===== src/rtl/ascon_round_sequencer_if.sv =====
// Bundle between the Ascon round sequencer and its controller / unrolled datapath.
// Handshake: start is taken only while busy=0. busy acts as valid for rnd/rc and adv as ready, so a step advances on busy&&adv. done marks completion and err marks a rejected start; each is a one-cycle pulse.
interface ascon_round_sequencer_if #(
    parameter int UNROLL = 1
);
    logic                  start;
    logic [1:0]            mode;
    logic                  adv;
    logic                  abort;
    logic                  busy;
    logic                  first;
    logic                  last;
    logic                  done;
    logic                  err;
    logic [UNROLL*4-1:0]   rnd;
    logic [UNROLL*8-1:0]   rc;
    logic                  dbg_run;
    logic [1:0]            dbg_mode;

    modport master (
        output start, mode, adv, abort,
        input  busy, first, last, done, err, rnd, rc, dbg_run, dbg_mode
    );

    modport slave (
        input  start, mode, adv, abort,
        output busy, first, last, done, err, rnd, rc, dbg_run, dbg_mode
    );
endinterface


===== src/rtl/ascon_round_sequencer.sv =====
// Schedules Ascon permutation rounds, issuing UNROLL round indices and round constants per step.
// The sequence always ends at absolute round NR_A-1, so shorter modes simply start later.
module ascon_round_sequencer #(
    parameter int UNROLL = 1,
    parameter int NR_A   = 12,
    parameter int NR_B   = 8,
    parameter int NR_C   = 6
) (
    input  logic                     clk,
    input  logic                     rst_n,
    ascon_round_sequencer_if.slave   bus
);

    if (NR_A > 15 || UNROLL < 1) begin : g_bad_params
        $error("ascon_round_sequencer: NR_A must be <= 15 and UNROLL >= 1");
    end

    typedef enum logic {IDLE, RUN} state_t;

    localparam logic [3:0] NR_A4 = 4'(NR_A);
    localparam logic [3:0] UN4   = 4'(UNROLL);

    state_t     state_q, state_d;
    logic [3:0] base_q, base_d;
    logic [1:0] mode_q, mode_d;
    logic       first_q, first_d;
    logic       done_q, done_d;
    logic       err_q, err_d;

    int         n_sel;
    logic       illegal_w;
    logic [3:0] start_idx_w;
    logic       last_w;

    always_comb begin
        case (bus.mode)
            2'b00:   n_sel = NR_A;
            2'b01:   n_sel = NR_B;
            2'b10:   n_sel = NR_C;
            default: n_sel = NR_A;
        endcase
        illegal_w   = (bus.mode == 2'b11) || ((n_sel % UNROLL) != 0);
        start_idx_w = 4'(NR_A - n_sel);
    end

    assign last_w = ((base_q + UN4) == NR_A4);

    always_comb begin
        state_d = state_q;
        base_d  = base_q;
        mode_d  = mode_q;
        first_d = first_q;
        done_d  = 1'b0;
        err_d   = 1'b0;
        case (state_q)
            IDLE: begin
                if (bus.start && !bus.abort) begin
                    if (illegal_w) begin
                        err_d = 1'b1;
                    end else begin
                        state_d = RUN;
                        base_d  = start_idx_w;
                        mode_d  = bus.mode;
                        first_d = 1'b1;
                    end
                end
            end
            RUN: begin
                // abort takes priority over a simultaneous adv and suppresses done
                if (bus.abort) begin
                    state_d = IDLE;
                    first_d = 1'b0;
                end else if (bus.adv) begin
                    first_d = 1'b0;
                    if (last_w) begin
                        state_d = IDLE;
                        done_d  = 1'b1;
                    end else begin
                        base_d = base_q + UN4;
                    end
                end
            end
            default: state_d = IDLE;
        endcase
    end

    always_ff @(posedge clk or negedge rst_n) begin
        if (!rst_n) begin
            state_q <= IDLE;
            base_q  <= 4'd0;
            mode_q  <= 2'b00;
            first_q <= 1'b0;
            done_q  <= 1'b0;
            err_q   <= 1'b0;
        end else begin
            state_q <= state_d;
            base_q  <= base_d;
            mode_q  <= mode_d;
            first_q <= first_d;
            done_q  <= done_d;
            err_q   <= err_d;
        end
    end

    logic [UNROLL*4-1:0] rnd_w;
    logic [UNROLL*8-1:0] rc_w;
    logic [3:0]          slot_r;

    // rc_k = ((15 - r) << 4) | r, and 15 - r is the bitwise inverse of a 4-bit r
    always_comb begin
        rnd_w  = '0;
        rc_w   = '0;
        slot_r = 4'd0;
        for (int k = 0; k < UNROLL; k++) begin
            slot_r = base_q + 4'(k);
            if (state_q == RUN) begin
                rnd_w[4*k +: 4] = slot_r;
                rc_w[8*k +: 8]  = {~slot_r, slot_r};
            end
        end
    end

    assign bus.busy     = (state_q == RUN);
    assign bus.first    = (state_q == RUN) && first_q;
    assign bus.last     = (state_q == RUN) && last_w;
    assign bus.done     = done_q;
    assign bus.err      = err_q;
    assign bus.rnd      = rnd_w;
    assign bus.rc       = rc_w;
    assign bus.dbg_run  = (state_q == RUN);
    assign bus.dbg_mode = mode_q;

endmodule


===== src/flat_wrapper.sv =====
// flat-port wrapper written by rule: the top's interface ports become plain ports
module ascon_round_sequencer_flat 
#(
    parameter int UNROLL = 1,
    parameter int NR_A   = 12,
    parameter int NR_B   = 8,
    parameter int NR_C   = 6
)
  (clk, rst_n, bus_start, bus_mode, bus_adv, bus_abort, bus_busy, bus_first, bus_last, bus_done, bus_err, bus_rnd, bus_rc, bus_dbg_run, bus_dbg_mode);
  ascon_round_sequencer_if #(.UNROLL(UNROLL)) bus_i ();
  input  logic clk;
  input  logic rst_n;
  input wire logic [$bits(bus_i.start)-1:0] bus_start;
  input wire logic [$bits(bus_i.mode)-1:0] bus_mode;
  input wire logic [$bits(bus_i.adv)-1:0] bus_adv;
  input wire logic [$bits(bus_i.abort)-1:0] bus_abort;
  output wire logic [$bits(bus_i.busy)-1:0] bus_busy;
  output wire logic [$bits(bus_i.first)-1:0] bus_first;
  output wire logic [$bits(bus_i.last)-1:0] bus_last;
  output wire logic [$bits(bus_i.done)-1:0] bus_done;
  output wire logic [$bits(bus_i.err)-1:0] bus_err;
  output wire logic [$bits(bus_i.rnd)-1:0] bus_rnd;
  output wire logic [$bits(bus_i.rc)-1:0] bus_rc;
  output wire logic [$bits(bus_i.dbg_run)-1:0] bus_dbg_run;
  output wire logic [$bits(bus_i.dbg_mode)-1:0] bus_dbg_mode;
  assign bus_i.start = bus_start;
  assign bus_i.mode = bus_mode;
  assign bus_i.adv = bus_adv;
  assign bus_i.abort = bus_abort;
  assign bus_busy = bus_i.busy;
  assign bus_first = bus_i.first;
  assign bus_last = bus_i.last;
  assign bus_done = bus_i.done;
  assign bus_err = bus_i.err;
  assign bus_rnd = bus_i.rnd;
  assign bus_rc = bus_i.rc;
  assign bus_dbg_run = bus_i.dbg_run;
  assign bus_dbg_mode = bus_i.dbg_mode;
  ascon_round_sequencer #(.UNROLL(UNROLL), .NR_A(NR_A), .NR_B(NR_B), .NR_C(NR_C)) u_core (.clk(clk), .rst_n(rst_n), .bus(bus_i));
endmodule

===== config.mk =====
export PLATFORM = sky130hd
export DESIGN_NAME = ascon_round_sequencer_flat
export DESIGN_NICKNAME = d
export VERILOG_FILES = /design/src/rtl/ascon_round_sequencer_if.sv /design/src/rtl/ascon_round_sequencer.sv /design/src/flat_wrapper.sv
export SDC_FILE = /design/constraint.sdc
export NUM_CORES = 1
export LEC_CHECK = 0
export ABC_AREA = 1
export CORE_MARGIN = 1.5
export CORE_UTILIZATION = 30
export CTS_BUF_LIST = sky130_fd_sc_hd__clkbuf_16
export DETAILED_ROUTE_END_ITERATION = 7
export HOLD_SLACK_MARGIN = 0.06
export PLACE_DENSITY_LB_ADDON = 0.05
export SETUP_SLACK_MARGIN = 0.4
export SLEW_MARGIN = 20
export SYNTH_ARGS = -nofsm -noshare
export SYNTH_HDL_FRONTEND = slang
export SYNTH_SLANG_ARGS = --single-unit
export TNS_END_PERCENT = 10

===== constraint.sdc =====
create_clock -name clk -period 1.7 [get_ports clk]
set_input_delay 0.34 -clock clk [delete_from_list [all_inputs] [get_ports clk]]
set_output_delay 0.34 -clock clk [all_outputs]
set_load 0.01 [all_outputs]

* Word level (Yosys, flattened, before mapping)
Cells that the tools add are included.
W data, S select, Z words.
** Cells by class
- Add/subtract/negate cells :: 2
- Equal/unequal tests :: 10
- Multiplexer cells :: 27
- Bitwise operators :: 3
- Reductions and logical operators :: 7
** Operators with widths (count)
- $mux W4 :: 6
- $mux W1 :: 16
- $pmux W4 S2 :: 2
- $mux W8 :: 1
- $ne A2 B2 Y1 const B :: 4
- $reduce_and A3 Y1 :: 2
- $reduce_and A5 Y1 :: 1
- $add A4 B1 Y4 const B :: 1
- $eq A2 B2 Y1 const B :: 2
- $eq A4 B4 Y1 const B :: 1
- $not A4 Y4 :: 1
- $pmux W1 S2 :: 2
- $sub A4 B4 Y4 const A :: 1
- $logic_and A1 B1 Y1 :: 3
- $ne A3 B3 Y1 const B :: 1
- $eq A2 B1 Y1 const B :: 1
- $ne A2 B1 Y1 const B :: 1
- $not A1 Y1 :: 2
- $logic_not A1 Y1 :: 1
** Storage, ports and cells
- Bits in registers :: 10
- Output and inout port bits :: 20
- Logic and storage cells :: 55

* Longest topological paths before layout
Gate-level depths: netlist (run 1).
- Depth after elaboration :: 6
- Gate-level depth with buffers :: 9
- Gate-level depth less buffers :: 9

* Least setup slack after synthesis (run 1)
No wires, ideal clock.
- Path kind :: register to output
- From :: reg u_core.base_q[0]
- To :: out bus_last
- Data arrival time :: 1103 ps
- Required time :: 1360 ps
- Setup slack :: 257 ps
- Stages on the path, launching flop included :: 7
- Path buffers :: 0
- Cell sequence :: dfrtp_1 > ha_1 > nand2_1 > nand2_2 > nor2_4 > nand3_4 > inv_1
** Between the ends
- Longest elaborated chain between the ends :: 3
** RTL lines
- start, declared :: line ascon_round_sequencer.sv:24 : logic [3:0] base_q, base_d;
- start signal, assigned :: line ascon_round_sequencer.sv:97 : base_q <= base_d;
- $add A4 B1 Y4 :: line ascon_round_sequencer.sv:46 : assign last_w = ((base_q + UN4) == NR_A4);
- $eq A4 B4 Y1 :: line ascon_round_sequencer.sv:46
- $logic_and A1 B1 Y1 :: line ascon_round_sequencer.sv:125 : assign bus.last = (state_q == RUN) && last_w;
- end, declared :: line flat_wrapper.sv:19 : output wire logic [$bits(bus_i.last)-1:0] bus_last;
Every way passes these cells.

* Final worst setup path (run 1)
- From :: reg u_core.base_q[1]
- To :: out bus_last
The elaborated chain is that of the path after synthesis.

==> flow_summary.json, run 1 <==
{
  "syn-cell-area_um2": 726,
  "num_rows": 17,
  "cts_buffers": 3,
  "layout_common_cells": "21 x nand2_1, 14 x buf_4, 13 x buf_6",
  "muxShareOfSynthArea": 0,
  "antenna_found_initial": 0,
  "critPathRequiredTime_ps": 1360,
  "syn_nets": 109,
  "die_h_um": 52.2,
  "drive_gt1_frac": 0.496,
  "power_density_nw_per_um2": 906,
  "drt_pass1_iterations": 4,
  "worst_pin_slew_ps": 497,
  "final.min_clock_period_ps": 1660,
  "finalCritPeriodShare": 0.978,
  "clock_sinks": 10,
  "r2r-start": "u_core.base_q[1]",
  "hold_violations": 0,
  "area_delta_synth_final_pct": 78.4,
  "fin_tns_setup_ps": 0,
  "core_region_area_um2": 2250,
  "maxSlewHeadroom": 0.668,
  "synthAdderAreaFrac": 0.0862,
  "drv_cap": 0,
  "die_area_um2": 2720,
  "slew_viol_final": 0,
  "rsz0062_at_grt": "yes",
  "cts.htree.levels": 1,
  "worstPathArrival_ps": 1320,
  "synth_cells": 97,
  "synth-seq-cells": 10,
  "dr.first_iter.drc_count": 23,
  "fmaxAchievable_mhz": 602,
  "run_status": "finished clean",
  "hpwl_mm": 1.38,
  "yosysSeqAreaShare": 0.345,
  "num_vias": 743,
  "fill_cells": 227,
  "cp-start-kind": "register",
  "vdd_drop_max_mv": 1.14,
  "synth-simple-area-share": 0.350,
  "setup_viol": 0,
  "fp.dieW_um": 52.2,
  "vias_per_cell": 4.45,
  "synth_compound_area_frac": 0.0466,
  "grt_pass1_wl_mm": 2.87,
  "gp_congestion": 0.841,
  "num-nets-final": 152,
  "pin_count": 27,
  "grt_max_degree": 11,
  "synth_area_leader_cell": "dfrtp_1",
  "cts_buffer_depth": 2,
  "antenna_cells": 0,
  "avgSynthCellArea_um2": 7.48,
  "layout_commonest_cell": "nand2_1",
  "initial_utilization": 0.322,
  "path_class": "reg2out",
  "cp-end-kind": "primary output",
  "yosysUniqueCellTypes": 18,
  "synth_top_family_by_area": "simple AND/OR/NAND/NOR gates",
  "cts_tree": "yes",
  "hold_ws_ps": 444,
  "clk_latency_ps": 230,
  "skew_ps": 1.34,
  "synth_xor_area_frac": 0,
  "portBuffers": 26,
  "cp_max_fo": 6,
  "routedWlPerCell_um": 11.1,
  "hp-class": "in2async",
  "drcViolationCount": 0,
  "grt_usage": 0.146,
  "totalWireLength_mm": 1.86,
  "grt_pass1_vias": 663,
  "synth_area_leaders": "dfrtp_1 34%, nand2_1 13%, ha_1 8.6%, inv_1 7.8%, nand3_1 6.9%",
  "drtAntennaViolNets": 0,
  "crit_start": "u_core.base_q[1]",
  "synth_warnings": 0,
  "synth_top_area_frac": 0.345,
  "cts_root_buffer": "clkbuf_16",
  "p_leak_nw": 0.766,
  "clk_pin_slew_ps": 40,
  "overflow": 0
}
through the flow:
step | utilization | instance area (um^2) | power [mW] | std cells | setup slack, ps
5_1_grt | 0.574 | 1290 | 1.25 | 167 | -36.8
4_1_cts | 0.532 | 1200 | 1.14 | 167 | 37.2
2_1_floorplan | - | 728 | 0.515 | 97 | 299
3_5_place_dp | 0.470 | 1060 | 0.691 | 156 | -135
6_report | 0.574 | 1290 | 1.17 | 167 | 38.2
3_3_place_gp | 0.470 | 1060 | 0.690 | 156 | -116
final cells by class:
cell class | count | area (um^2) | share of cell area
multi-input combinational | 62 | 438 | 0.338
timing repair buffer | 46 | 419 | 0.324
sequential | 10 | 253 | 0.195
clock buffer | 3 | 75.1 | 0.0580
inverter | 17 | 71.3 | 0.0551
tap | 28 | 35.0 | 0.0271
clock inverter | 1 | 3.75 | 0.00290
sequential cells by signal (all words and copies together), names as in the netlist:
| name | count |
|---|---|
| u_core.base_q | 4 |
| u_core.bus.busy | 1 |
| u_core.bus.dbg_mode | 2 |
| u_core.bus.done | 1 |
| u_core.bus.err | 1 |
| u_core.first_q | 1 |
synthesized netlist by cell type:
master and number:
inv_2 2, inv_1 15, nand2_1 26, buf_2 1, buf_4 6, dfrtp_1 10, buf_6 1, nand3b_4 1
o21ai_2 1, nand2_2 3, ha_1 5, o21ai_0 4, a21oi_1 1, nand4_1 2, nor2_4 1, nand3_4 1
nor2_1 7, nand3_1 10
path summary, 6_finish.rpt:
| kind | slack [ps] | depth (start not counted) | to |
|---|---|---|---|
| setup / recovery | 40 | 7 | bus_last |
| hold reg to reg | 480 | 2 | u_core.bus.dbg_mode[1] |
| min in group clk | 480 | 2 | u_core.bus.dbg_mode[1] |
| max in group asynchronous | 890 | 1 | u_core.base_q[2] |
| setup reg to reg | 240 | 10 | u_core.base_q[2] |
| hold / removal | 440 | 1 | u_core.bus.done |
layer usage:
metal,wire [um],GRT usage,vias to the layer above
met4,0,0.0128,0
met2,1010,0.264,27
li1,-,-,376
met3,132,0.0543,0
met1,715,0.171,340
met5,0,0,-
logic make-up (layout without fill, tap and decap cells):
group,after synthesis,count (layout)
AND/OR/NAND/NOR,51,51
buffers and inverters,25,67
flip-flops,10,10
AO/OA/AOI/OAI,6,6
adder cells (fa/ha/maj),5,5
worst max-delay path: stages (launching register included):
cell and delay, ps:
dfrtp_1 400, buf_4 180, nand3_1 100, nand2_1 60
nand2_1 130, nand3_4 80, inv_2 50, buf_6 90
report_power, final:
part,switching (mW),internal (mW),leakage [nW]
registers,0.0428,0.281,0.127
clock network,0.104,0.308,0.0385
logic,0.219,0.218,0.600
repair_timing:
item,in CTS,in global routing
resized for setup,29,72
gates cloned,0,0
pin swaps,3,8
setup endpoints to repair,28,29
hold buffers,0,0
buffers inserted,7,0
Power figures use the tool's default switching activity.
==> run 2, diff against run 1 <==
--- a/config.mk
+++ b/config.mk
@@ -10,6 +10,7 @@
 export CORE_UTILIZATION = 30
 export CTS_BUF_LIST = sky130_fd_sc_hd__clkbuf_16
 export DETAILED_ROUTE_END_ITERATION = 7
+export GPL_ROUTABILITY_DRIVEN = 0
 export HOLD_SLACK_MARGIN = 0.06
 export PLACE_DENSITY_LB_ADDON = 0.05
 export SETUP_SLACK_MARGIN = 0.4
==> results of run 2 <==
No change in the layout: final DEF, timing and power equal those of run 1.
==> run 3, diff against run 2 <==
--- a/config.mk
+++ b/config.mk
@@ -9,6 +9,7 @@
 export CORE_MARGIN = 1.5
 export CORE_UTILIZATION = 30
 export CTS_BUF_LIST = sky130_fd_sc_hd__clkbuf_16
+export CTS_CLUSTER_SIZE = 24
 export DETAILED_ROUTE_END_ITERATION = 7
 export GPL_ROUTABILITY_DRIVEN = 0
 export HOLD_SLACK_MARGIN = 0.06
==> results of run 3 <==
No change in the layout: final DEF, timing and power equal those of run 1.
